## config.mk

```make
export PLATFORM = sky130hd
export DESIGN_NAME = counter_share_ctrl
export DESIGN_NICKNAME = d
export VERILOG_FILES = /design/src/rtl/counter_share_pkg.sv /design/src/rtl/rr_arbiter.sv /design/src/rtl/counter_share_ctrl.sv
export SDC_FILE = /design/constraint.sdc
export NUM_CORES = 1
export LEC_CHECK = 0
export BUFFER_PORTS_ARGS = -buffer_cell sky130_fd_sc_hd__buf_2
export CAP_MARGIN = 40
export CORE_ASPECT_RATIO = 1.4
export CORE_UTILIZATION = 30
export CTS_BUF_LIST = sky130_fd_sc_hd__clkbuf_4
export DETAILED_ROUTE_END_ITERATION = 10
export GPL_TIMING_DRIVEN = 0
export PLACE_DENSITY = 0.51
export RECOVER_POWER = 100
export SLEW_MARGIN = 5
export SYNTH_ARGS = -nofsm -noshare
export SYNTH_HDL_FRONTEND = slang
export SYNTH_SLANG_ARGS = --single-unit
```

## constraint.sdc

```tcl
create_clock -name clk -period 2.8 [get_ports clk]
set_input_delay 0.56 -clock clk [delete_from_list [all_inputs] [get_ports clk]]
set_output_delay 0.56 -clock clk [all_outputs]
set_load 0.02 [all_outputs]
```

## src/rtl/counter_share_pkg.sv

```systemverilog
// Shared types and helpers for the counter time-share controller.
package counter_share_pkg;

    typedef enum logic [1:0] {
        IDLE = 2'd0,
        LOAD = 2'd1,
        RUN  = 2'd2,
        DONE = 2'd3
    } cs_state_t;

    localparam int MAX_REQ = 16;

    function automatic logic [3:0] onehot_to_idx(input logic [MAX_REQ-1:0] oh);
        logic [3:0] idx;
        idx = '0;
        for (int i = 0; i < MAX_REQ; i++) begin
            if (oh[i]) idx = 4'(i);
        end
        return idx;
    endfunction

endpackage

```

## src/rtl/rr_arbiter.sv

```systemverilog
// Combinational round-robin pick: first set request at or after ptr_i, wrapping.
module rr_arbiter
    import counter_share_pkg::*;
#(
    parameter int NREQ  = 4,
    parameter int IDX_W = $clog2(NREQ)
) (
    input  logic [NREQ-1:0]  req_i,
    input  logic [IDX_W-1:0] ptr_i,
    output logic [NREQ-1:0]  gnt_onehot_o,
    output logic [IDX_W-1:0] gnt_idx_o
);

    // NOTE: every signal written in always_comb gets a default first so no path leaves it unassigned (no latch).
    always_comb begin
        logic             found;
        logic [IDX_W-1:0] pos;
        gnt_onehot_o = '0;
        found        = 1'b0;
        pos          = '0;
        for (int k = 0; k < NREQ; k++) begin
            pos = IDX_W'((int'(ptr_i) + k) % NREQ);
            if (!found && req_i[pos]) begin
                gnt_onehot_o[pos] = 1'b1;
                found             = 1'b1;
            end
        end
    end

    assign gnt_idx_o = IDX_W'(onehot_to_idx(MAX_REQ'(gnt_onehot_o)));

endmodule

```

## src/rtl/counter_share_ctrl.sv

```systemverilog
// Round-robin controller time-sharing one free-running up-counter among NREQ requesters.
// Progress is measured as (cnt_val - base) mod 2^CNT_W, so the counter is never cleared.
module counter_share_ctrl
    import counter_share_pkg::*;
#(
    parameter int NREQ  = 4,
    parameter int CNT_W = 8
) (
    input  logic                  clk,
    input  logic                  rst,
    input  logic [NREQ-1:0]       req,
    input  logic [NREQ*CNT_W-1:0] len,
    output logic [NREQ-1:0]       gnt,
    output logic [NREQ-1:0]       done,
    output logic                  aborted,
    output logic                  busy,
    output logic                  cnt_enb,
    input  logic [CNT_W-1:0]      cnt_val
);

    localparam int IDX_W = $clog2(NREQ);

    cs_state_t        state_q, state_d;
    logic [IDX_W-1:0] ptr_q, ptr_d;
    logic [IDX_W-1:0] idx_q, idx_d;
    logic [CNT_W-1:0] len_q, len_d;
    logic [CNT_W-1:0] base_q, base_d;
    logic [NREQ-1:0]  gnt_q, gnt_d;
    logic [NREQ-1:0]  done_q, done_d;
    logic             aborted_q, aborted_d;

    logic [NREQ-1:0]  arb_onehot;
    logic [IDX_W-1:0] arb_idx;
    logic [CNT_W-1:0] len_arr [NREQ];
    logic [CNT_W-1:0] elapsed;

    for (genvar i = 0; i < NREQ; i++) begin : g_len
        assign len_arr[i] = len[i*CNT_W +: CNT_W];
    end

    rr_arbiter #(.NREQ(NREQ), .IDX_W(IDX_W)) u_arb (
        .req_i        (req),
        .ptr_i        (ptr_q),
        .gnt_onehot_o (arb_onehot),
        .gnt_idx_o    (arb_idx)
    );

    assign elapsed = cnt_val - base_q;

    always_comb begin
        state_d   = state_q;
        ptr_d     = ptr_q;
        idx_d     = idx_q;
        len_d     = len_q;
        base_d    = base_q;
        gnt_d     = gnt_q;
        done_d    = '0;
        aborted_d = 1'b0;
        unique case (state_q)
            IDLE: begin
                if (|req) begin
                    gnt_d   = arb_onehot;
                    idx_d   = arb_idx;
                    len_d   = len_arr[arb_idx];
                    state_d = LOAD;
                end
            end
            LOAD: begin
                // Counter is held (enb low) here, so this is the job's zero point.
                base_d = cnt_val;
                if (len_q == '0) begin
                    done_d  = gnt_q;
                    gnt_d   = '0;
                    state_d = DONE;
                end else begin
                    state_d = RUN;
                end
            end
            RUN: begin
                // The final tick wins over a request dropped in the same cycle.
                if (elapsed == len_q - CNT_W'(1)) begin
                    done_d  = gnt_q;
                    gnt_d   = '0;
                    state_d = DONE;
                end else if (!req[idx_q]) begin
                    done_d    = gnt_q;
                    aborted_d = 1'b1;
                    gnt_d     = '0;
                    state_d   = DONE;
                end
            end
            DONE: begin
                ptr_d   = (idx_q == IDX_W'(NREQ - 1)) ? '0 : idx_q + IDX_W'(1);
                state_d = IDLE;
            end
            default: state_d = IDLE;
        endcase
    end

    // NOTE: sequential state uses non-blocking assignments so every register samples pre-edge values.
    always_ff @(posedge clk or posedge rst) begin
        if (rst) begin
            state_q   <= IDLE;
            ptr_q     <= '0;
            idx_q     <= '0;
            len_q     <= '0;
            base_q    <= '0;
            gnt_q     <= '0;
            done_q    <= '0;
            aborted_q <= 1'b0;
        end else begin
            state_q   <= state_d;
            ptr_q     <= ptr_d;
            idx_q     <= idx_d;
            len_q     <= len_d;
            base_q    <= base_d;
            gnt_q     <= gnt_d;
            done_q    <= done_d;
            aborted_q <= aborted_d;
        end
    end

    assign gnt     = gnt_q;
    assign done    = done_q;
    assign aborted = aborted_q;
    assign busy    = (state_q != IDLE);
    assign cnt_enb = (state_q == RUN);

endmodule

```

==> impl_metrics.env, run 1 <==
export IMPL_status="finished clean"
export IMPL_antenna_cells=0
export IMPL_avgSynthCellArea_um2=9.38
export IMPL_layout_drive_gt1_share_pct=29.6
export IMPL_dr_pass1_iters=5
export IMPL_arrival_ps=3040
export IMPL_gp_congestion=0.758
export IMPL_whs_ps=267
export IMPL_relSlewSlack_pct=37.4
export IMPL_vias=2201
export IMPL_synth_top_family_by_area="simple AND/OR/NAND/NOR gates"
export IMPL_stdcell_count=440
export IMPL_core_um2=8100
export IMPL_grt_pass1_vias=2253
export IMPL_min_path_type="in -> async"
export IMPL_yosysTopAreaCellShare_pct=31.1
export IMPL_synth_edf_count=0
export IMPL_num_rows=39
export IMPL_drc_errors=0
export IMPL_min_period_over_period_pct=99.1
export IMPL_yosys_most_used_dff="dfrtp_1"
export IMPL_r2r_start="ptr_q[0]$_DFFE_PP0N_"
export IMPL_hpwl_um=4890
export IMPL_synth_area_mux_share_pct=11.2
export IMPL_die_h_um=110
export IMPL_synth_area_um2=2500
export IMPL_rr_endpoint="len_q[0]$_DFFE_PP0P_"
export IMPL_p_sw_uw=1780
export IMPL_fin_skew_ps=22.0
export IMPL_end_kind="flip-flop"
export IMPL_cts_root_buf="clkbuf_4"
export IMPL_syn_inst=266
export IMPL_startpoint_type="flip-flop"
export IMPL_port_buffers=55
export IMPL_setup_viol=0
export IMPL_antenna_found_initial=0
export IMPL_grtUsageTotal_pct=15.7
export IMPL_clk_pin_slew_ps=120
export IMPL_routedWlPerCell_um=15.1
export IMPL_die_w_um=79.1
export IMPL_async_flop_share_pct=100
export IMPL_synth_cell_types=50
export IMPL_worst_pin_slew_ps=938
export IMPL_multi_input_area_um2=1690
export IMPL_cp_max_fo=7
export IMPL_power_total_uw=3800
export IMPL_synthAdderAreaFrac_pct=11.8
export IMPL_synthXorXnorAreaFrac_pct=6.67
export IMPL_setup_ws_ps=25.2
export IMPL_reg2reg_depth=9
export IMPL_slew_violations=0
export IMPL_grt_max_degree=17
export IMPL_crit_path_end="len_q[0]$_DFFE_PP0P_"
export IMPL_grt_overflow=0
export IMPL_maxCapViolCount=0
export IMPL_power_share_combinational_pct=72.3
export IMPL_setup_tns_ps=0
export IMPL_clock_fmax_mhz=360
export IMPL_vdd_drop_max_mv=0.441
export IMPL_hold_viol_final=0
export IMPL_grt_pass1_wl_um=10500
export IMPL_synthTopCellsByArea="dfrtp_1 (31%), ha_1 (11%), xnor2_1 (5.6%)"
export IMPL_crit_required_ps=3060
export IMPL_cts_path_max_buffers=2
export IMPL_p_leak_uw=0.00139
export IMPL_ios=57
export IMPL_clkPwrFrac_pct=6.8
export IMPL_rsz0062_at_grt="true"
export IMPL_internal_power_uw=2020
export IMPL_nets=407
export IMPL_die_area_um2=8690
export IMPL_n_fill_cell=891
export IMPL_synth_seq_area_share_pct=31.1
export IMPL_cts_buffers=5
export IMPL_initial_core_util_pct=30.8
export IMPL_syn2layout_area_growth_pct=25.1
export IMPL_hold_buffers=0
export IMPL_rrSetupSlack_ps=30
export IMPL_drtAntennaViolNets=0
export IMPL_synth_seq_cells=31
export IMPL_fin_crit_ps=2770
export IMPL_synth_fp_nets=335
export IMPL_swShare_pct=46.9
export IMPL_crit_type="reg -> reg"
export IMPL_tritoncts="built"
export IMPL_dp_cells=425
export IMPL_power_frac_seq_pct=21.0
export IMPL_htree_num_levels=2
export IMPL_crit_start="ptr_q[0]$_DFFE_PP0N_"
export IMPL_synthMostInstantiatedCell="dfrtp_1"
export IMPL_power_density_nw_per_um2=1220
export IMPL_synthSimpleGateAreaFrac_pct=17.5
export IMPL_clk_latency_ps=340
export IMPL_vias_per_cell=5.00
export IMPL_synth_commonest_cells="dfrtp_1 (31), nand2_1 (24), ha_1 (22)"
export IMPL_drt_initial_drc_count=53
export IMPL_synth_top_cell_by_area="dfrtp_1"
export IMPL_numClockSinks=31
export IMPL_yosysWarnings=0
export IMPL_routed_wl_um=6660
export IMPL_regArea_um2=778
export IMPL_synth_compound_area_share_pct=16.8
export IMPL_pre_cts_ws_ps=-438
worst min path at each step:
stage / startpoint / end / slack [ps] / cells after the start
4_1_cts: rst / base_q[5]$_DFFE_PP0N_ / 340 / 2
5_1_grt: rst / base_q[5]$_DFFE_PP0N_ / 320 / 2
6_report: rst / base_q[5]$_DFFE_PP0N_ / 270 / 2
3_3_place_gp: base_q[5]$_DFFE_PP0N_ / base_q[5]$_DFFE_PP0N_ / 510 / 2
2_1_floorplan: idx_q[1]$_DFFE_PP0P_ / idx_q[1]$_DFFE_PP0P_ / 480 / 2
3_5_place_dp: base_q[4]$_DFFE_PP0N_ / base_q[4]$_DFFE_PP0N_ / 520 / 2
worst max-delay path: stages (launching register included):
cell and delay (ps):
dfrtp_2 430, clkinvlp_4 130, ha_4 290, mux4_2 580, buf_4 180, nand2_1 80, a21oi_2 70, a221o_2 380
or3_1 390, a32oi_1 190
metrics by stage:
step           utilization, %  area, um^2
2_1_floorplan               -        2510
3_3_place_gp             35.9        2910
3_5_place_dp             36.4        2950
4_1_cts                  38.0        3080
5_1_grt                  38.5        3120
6_report                 38.5        3120
cell families after synthesis:
logic type,count (synthesis)
AO/OA/AOI/OAI,63
flip-flops,31
XOR/XNOR,19
buffers and inverters,27
adder cells (fa/ha/maj),23
AND/OR/NAND/NOR,83
multiplexers,20
cell usage in the layout (no fill, tap or decap), types with 3 or more instances in the layout:
master    count
nand2_1      23
mux2_2        9
xor2_1        3
xnor2_1      16
a31oi_1       5
inv_1        18
clkbuf_1     14
nor3b_1       8
mux4_2        4
a21o_1        3
nor3_1        4
nand3_1       7
o31ai_1       4
nor2_1       10
dfrtp_1      29
clkbuf_4      7
or3_1         8
o21ai_0      14
buf_4         8
ha_1         21
mux2i_1       5
a21oi_1      14
nor3_2        3
buf_2        45
state kept, by name, indices dropped and copies added (netlist names):
| register | count |
|---|---|
| base_q | 8 |
| done | 4 |
| gnt | 4 |
| ptr_q | 2 |
| aborted | 1 |
| idx_q | 2 |
| len_q | 8 |
| state_q | 2 |
metal layers:
| layer | track usage, % | vias up | routed length [um] |
|---|---|---|---|
| li1 | - | 1113 | - |
| met1 | 18.1 | 1039 | 2740 |
| met2 | 29.6 | 42 | 3650 |
| met3 | 1.83 | 7 | 178 |
| met4 | 5.06 | 0 | 89 |
| met5 | 0 | - | 0 |
power groups by stage:
stage | Combinational (uW) | Sequential (uW) | Clock [uW]
after floorplan | 1860 | 802 | 0
after global placement | 2350 | 815 | 0
after detailed placement | 2390 | 823 | 0
after CTS | 2570 | 797 | 261
after global routing | 3060 | 827 | 289
final | 2750 | 797 | 257
cell type report:
cell class,count,area share (%)
well taps,102,4.09
clock inverters,2,0.281
repair buffers,65,11.6
clock buffers,5,1.20
multi-input cells,209,54.0
plain buffers,7,1.48
inverters,19,2.40
flip-flops and latches,31,24.9
repair_timing:
| action | in CTS | in global routing |
|---|---|---|
| resized for setup | 9 | 14 |
| gates cloned | 0 | 2 |
| buffers inserted | 6 | 1 |
| endpoints found under the setup margin | 14 | 13 |
| pin swaps | 3 | 8 |
Note: power is estimated with default switching activity, not from simulation.
==> run 2: changes to the inputs <==
- HOLD_SLACK_MARGIN: default -> 0.1
- SYNTH_HIERARCHICAL: default -> 1
==> run 2 against run 1 <==
The run now ends with setup timing left. Design area shrank 4.4%. Fmax shrank 7.8%. Clock skew shrank 16 ps. Synthesized area shrank 1.3%. Sequential share of layout area grew 1.2 points. Clock-buffer cell count is the same. Critical path type unchanged. Critical endpoint is now len_q[1]$_DFFE_PP0P_. Largest cell class unchanged.
==> impl_metrics.env, run 2 <==
export IMPL_fin_crit_ps=3010
export IMPL_layout_common_cells="buf_2 (45), dfrtp_1 (29), ha_1 (21), inv_1 (20), xnor2_1 (17)"
export IMPL_startpoint_type="flip-flop"
export IMPL_vias=1910
export IMPL_grtUsageTotal_pct=13.0
export IMPL_power_frac_seq_pct=22.0
export IMPL_cp_max_fo=10
export IMPL_cts_buffers=5
export IMPL_swShare_pct=42.1
export IMPL_crit_start="ptr_q[0]$_DFFE_PP0N_"
export IMPL_htree_num_levels=2
export IMPL_dp_cells=383
export IMPL_die_area_um2=8590
export IMPL_reg2reg_depth=11
export IMPL_ios=57
export IMPL_clk_pin_slew_ps=100
export IMPL_rsz0062_at_grt="true"
export IMPL_status="finished with violations"
export IMPL_synthTopCellsByArea="dfrtp_1 (31%), ha_1 (11%), mux4_2 (10%)"
export IMPL_clkPwrFrac_pct=6.6
export IMPL_end_kind="flip-flop"
export IMPL_vdd_drop_max_mv=0.402
export IMPL_reg_top3="base_q: 8 flops, len_q: 8 flops"
export IMPL_clk_latency_ps=320
export IMPL_syn_inst=226
export IMPL_syn2layout_area_growth_pct=21.0
export IMPL_gp_congestion=0.729
export IMPL_setup_ws_ps=-210
export IMPL_yosys_most_used_dff="dfrtp_1"
export IMPL_synth_seq_cells=31
export IMPL_antenna_found_initial=0
export IMPL_critPathTopFamily="multiplexers"
export IMPL_hold_buffers=0
export IMPL_layout_drive_gt1_share_pct=35.0
export IMPL_worst_pin_slew_ps=755
export IMPL_min_path_type="in -> async"
export IMPL_synth_edf_count=0
export IMPL_port_buffers=56
export IMPL_numClockSinks=31
export IMPL_routedWlPerCell_um=13.1
export IMPL_fin_util_pct=38.0
export IMPL_synth_seq_area_share_pct=31.5
export IMPL_synth_area_um2=2460
export IMPL_cp_slowest_cell="mux4_2"
export IMPL_die_w_um=78.6
export IMPL_p_leak_uw=0.00135
export IMPL_arrival_ps=3220
export IMPL_n_fill_cell=820
export IMPL_violations="setup timing"
export IMPL_synth_top_cell_by_area="dfrtp_1"
export IMPL_hold_viol_final=0
export IMPL_dr_pass1_iters=4
export IMPL_fin_skew_ps=5.80
export IMPL_crit_type="reg -> reg"
export IMPL_vias_per_cell=4.85
export IMPL_yosysWarnings=6
export IMPL_stdcell_count=394
export IMPL_crit_buf_inv=3
export IMPL_worst_path_stages=11
export IMPL_synth_fp_nets=295
export IMPL_grt_pass1_vias=1896
export IMPL_r2r_start="ptr_q[0]$_DFFE_PP0N_"
export IMPL_power_total_uw=3730
export IMPL_setup_viol=8
export IMPL_maxCapViolCount=0
export IMPL_internal_power_uw=2160
export IMPL_cts_path_max_buffers=2
export IMPL_yosysTopAreaCellShare_pct=31.5
export IMPL_synth_cell_types=47
export IMPL_min_period_over_period_pct=108
export IMPL_rr_endpoint="len_q[1]$_DFFE_PP0P_"
export IMPL_power_share_combinational_pct=71.4
export IMPL_nets=363
export IMPL_grt_overflow=0
export IMPL_synth_commonest_cells="dfrtp_1 (31), ha_1 (22), inv_1 (21)"
export IMPL_crit_path_end="len_q[1]$_DFFE_PP0P_"
export IMPL_final_common_cell="buf_2"
export IMPL_grt_max_degree=19
export IMPL_cts_root_buf="clkbuf_4"
export IMPL_drc_errors=0
export IMPL_num_rows=38
export IMPL_max_stage_delay_ps=510
export IMPL_slew_violations=0
export IMPL_crit_chain="buf_8, inv_6, ha_4, mux4_2, nor2b_4, a22o_1, a221oi_2, a21o_1, buf_8, mux4_2, mux2_2"
export IMPL_rrSetupSlack_ps=-210
export IMPL_core_um2=7850
export IMPL_p_sw_uw=1570
export IMPL_drt_initial_drc_count=26
export IMPL_avgSynthCellArea_um2=10.9
export IMPL_clock_fmax_mhz=332
export IMPL_initial_core_util_pct=31.4
export IMPL_antenna_cells=0
export IMPL_grt_pass1_wl_um=8760
export IMPL_tritoncts="built"
export IMPL_routed_wl_um=5170
export IMPL_drtAntennaViolNets=0
export IMPL_relSlewSlack_pct=49.7
export IMPL_hpwl_um=4110
export IMPL_power_density_nw_per_um2=1250
export IMPL_synthMostInstantiatedCell="dfrtp_1"
export IMPL_die_h_um=109
export IMPL_crit_required_ps=3010
export IMPL_async_flop_share_pct=100
==> run 2: cell types whose count changed in the layout (fill, tap and decap cells not counted), moves of 6 or more <==
cell,delta
a21oi_1,-8
mux2_2,+6
mux4_2,+7
nand2_1,-10
nor2_1,-6
or3_1,-8
==> run 2: logic make-up after synthesis <==
group | synth area share [%]
simple gates | 14.2
buf+inv | 4.87
fa+ha+maj | 12.0
flops | 31.5
compound gates | 11.0
xor+xnor | 7.11
mux | 19.3
==> run 2: worst min-delay path by stage <==
stage,start,endpoint,slack [ps]
after detailed placement,gnt[0]$_DFFE_PP0P_,done[0]$_DFF_PP0_,510
final,rst,base_q[4]$_DFFE_PP0N_,330
after floorplan,base_q[3]$_DFFE_PP0N_,base_q[3]$_DFFE_PP0N_,490
after global routing,rst,base_q[4]$_DFFE_PP0N_,380
after global placement,gnt[0]$_DFFE_PP0P_,done[0]$_DFF_PP0_,500
after CTS,rst,aborted$_DFF_PP0_,360
==> run 2: power groups by stage <==
stage | Clock [uW] | Sequential (uW) | Combinational (uW)
final | 247 | 820 | 2660
after global routing | 272 | 852 | 2950
after detailed placement | 0 | 854 | 2580
after global placement | 0 | 848 | 2550
after CTS | 266 | 826 | 2680
after floorplan | 0 | 825 | 2120
==> run 2: timing repair <==
| item | 4_1_cts | 5_1_grt |
|---|---|---|
| resized for setup | 4 | 8 |
| hold endpoints to repair | 0 | 0 |
| setup endpoints to repair | 17 | 17 |
| buffers inserted | 4 | 1 |
| pin swaps | 4 | 4 |
==> run 2: area by class of cell <==
cell class / count / area (um^2) / share of cell area, %
flip-flops and latches: 31 / 778 / 26.1
inverters: 21 / 83.8 / 2.81
repair buffers: 62 / 304 / 10.2
multi-input cells: 167 / 1590 / 53.4
clock buffers: 5 / 37.5 / 1.26
well taps: 100 / 125 / 4.19
plain buffers: 6 / 52.6 / 1.76
clock inverters: 2 / 8.76 / 0.294
==> run 2: worst reg2reg max path: stages (launching register included) <==
cell and delay [ps]:
dfrtp_2 400, buf_8 140, inv_6 40, ha_4 270
mux4_2 310, nor2b_4 160, a22o_1 180, a221oi_2 240
a21o_1 210, buf_8 160, mux4_2 510, mux2_2 270
==> run 2: metrics by stage <==
stage                     worst slack, ps  hold slack, ps  TNS (ps)  instance area [um^2]
after floorplan                      -105             494      -836                  2490
after global placement               -437             500     -6200                  2900
after detailed placement             -438             509     -6690                  2910
after CTS                            -213             360     -1650                  2990
after global routing                 -321             377     -2830                  2980
final                                -210             329     -1600                  2980
==> run 2: per-layer routing <==
metal  share of wire (%)  track usage (%)
met5                   0                0
met4                 2.0             5.16
met3                 3.4             2.18
met2                  51             23.2
met1                  44             15.5
==> run 3: changes to the inputs <==
- MAX_ROUTING_LAYER: default -> met4
- PLACE_DENSITY: 0.51 -> 0.54
==> run 3 against run 2 <==
The run still ends with setup timing left. Core utilization grew 0.064 points. Final cell count shrank 0.25%. Worst setup slack gained 59 ps. First-iteration DRC count grew 120%. Critical path type unchanged.
==> impl_metrics.env, run 3 (same netlist as run 2, synthesis figures left out) <==
export IMPL_met3_length_um=146
export IMPL_nets=362
export IMPL_drtAntennaViolNets=0
export IMPL_violations="setup timing"
export IMPL_gp_congestion=0.774
export IMPL_initial_core_util_pct=31.4
export IMPL_slew_violations=0
export IMPL_clock_fmax_mhz=339
export IMPL_antenna_found_initial=0
export IMPL_cts_path_max_buffers=2
export IMPL_clk_latency_ps=340
export IMPL_fin_crit_ps=2950
export IMPL_p_leak_uw=0.00134
export IMPL_top_layer="met4"
export IMPL_routed_wl_um=5200
export IMPL_vdd_drop_max_mv=0.402
export IMPL_numClockSinks=31
export IMPL_worst_pin_slew_ps=736
export IMPL_final_common_cell="buf_2"
export IMPL_layout_common_cells="buf_2 (45), dfrtp_1 (29), inv_1 (20), ha_1 (20)"
export IMPL_grt_pass1_wl_um=8830
export IMPL_rsz0062_at_grt="true"
export IMPL_num_rows=38
export IMPL_cp_max_fo=10
export IMPL_relSlewSlack_pct=50.9
export IMPL_tritoncts="built"
export IMPL_power_share_combinational_pct=71.2
export IMPL_core_um2=7850
export IMPL_hpwl_um=4130
export IMPL_fin_skew_ps=18.7
export IMPL_setup_viol=8
export IMPL_startpoint_type="flip-flop"
export IMPL_vias=1907
export IMPL_setup_tns_ps=-1160
export IMPL_p_sw_uw=1560
export IMPL_wl_met1_um=2240
export IMPL_arrival_ps=3170
export IMPL_die_area_um2=8590
export IMPL_placed_area_um2=2910
export IMPL_power_density_nw_per_um2=1250
export IMPL_internal_power_uw=2160
export IMPL_vias_per_cell=4.85
export IMPL_crit_required_ps=3020
export IMPL_design_area_um2=2990
export IMPL_die_h_um=109
export IMPL_min_period_over_period_pct=105
export IMPL_htree_num_levels=2
export IMPL_cts_buffers=5
export IMPL_min_path_type="in -> async"
export IMPL_power_total_uw=3730
export IMPL_cts_root_buf="clkbuf_4"
export IMPL_power_frac_seq_pct=21.9
export IMPL_routedWlPerCell_um=13.2
export IMPL_status="finished with violations"
export IMPL_hold_viol_final=0
export IMPL_antenna_cells=0
export IMPL_ios=57
export IMPL_drc_errors=0
export IMPL_clk_pin_slew_ps=120
export IMPL_swShare_pct=42.0
export IMPL_clkPwrFrac_pct=6.8
export IMPL_layout_drive_gt1_share_pct=35.8
export IMPL_setup_ws_ps=-152
export IMPL_maxCapViolCount=0
export IMPL_grt_overflow=0
export IMPL_grt_pass1_vias=1978
export IMPL_die_w_um=78.6
export IMPL_end_kind="flip-flop"
export IMPL_syn2layout_area_growth_pct=21.2
export IMPL_crit_type="reg -> reg"
export IMPL_reg_top3="base_q: 8 flops, len_q: 8 flops"
export IMPL_drt_initial_drc_count=58
export IMPL_port_buffers=56
export IMPL_grt_max_degree=19
export IMPL_dr_pass1_iters=4
export IMPL_dr_wl_met2_um=2730
export IMPL_grtUsageTotal_pct=13.6
[run 3: worst paths after layout]
check | endpoint | startpoint | cells after the start | slack (ps)
hold reg to reg | done[0]$_DFF_PP0_ | gnt[0]$_DFFE_PP0P_ | 1 | 520
min in group clk | base_q[5]$_DFFE_PP0N_ | cnt_val[5] | 3 | 430
max in group asynchronous | ptr_q[1]$_DFFE_PP0N_ | rst | 3 | 1360
setup reg to reg | len_q[7]$_DFFE_PP0P_ | ptr_q[0]$_DFFE_PP0N_ | 11 | -150
setup / recovery | len_q[7]$_DFFE_PP0P_ | ptr_q[0]$_DFFE_PP0N_ | 11 | -150
hold / removal | base_q[5]$_DFFE_PP0N_ | rst | 2 | 300
[run 3: layout make-up]
cell class | count | area, um^2
Tap cell | 100 | 125
Sequential cell | 31 | 778
Multi-Input combinational cell | 167 | 1610
Clock buffer | 5 | 37.5
Buffer | 6 | 52.6
Inverter | 21 | 81.3
Fill cell | 821 | 4860
Clock inverter | 2 | 8.76
Timing Repair Buffer | 61 | 297
[run 3: through the flow]
step | cells | worst slack (ps) | utilization [%] | hold slack, ps
3_3_place_gp | 382 | -423 | 36.9 | 501
2_1_floorplan | 226 | -105 | - | 494
6_report | 393 | -152 | 38.1 | 301
5_1_grt | 393 | -283 | 38.1 | 378
3_5_place_dp | 383 | -447 | 37.1 | 501
4_1_cts | 393 | -185 | 38.1 | 341
[run 3: power groups by stage]
stage | sequential, uW | clock, uW | combinational [uW]
after detailed placement | 851 | 0 | 2590
after CTS | 823 | 266 | 2670
after floorplan | 825 | 0 | 2120
final | 818 | 255 | 2650
after global placement | 846 | 0 | 2540
after global routing | 848 | 282 | 2940
[run 3: per-layer routing]
metal  track usage, %  up-vias
met2             24.8       44
li1                 -      948
met3             2.18        5
met1             14.7      910
met5                -        -
met4             4.76        0
[run 3: repair_timing]
item,4_1_cts,5_1_grt
hold buffers,0,0
setup buffers,4,0
pin swaps,4,6
gates resized for setup,3,10
endpoints found under the setup margin,15,16
endpoints found under the hold margin,0,0
[run 3: critical path: stages, from the launching register on]
cell and delay (ps):
dfrtp_2 430, buf_8 140, inv_4 70, ha_4 210, mux4_2 310, nor2b_4 160, a22o_1 180, a221oi_2 210
a21o_1 190, buf_8 160, mux4_2 500, mux2_2 270
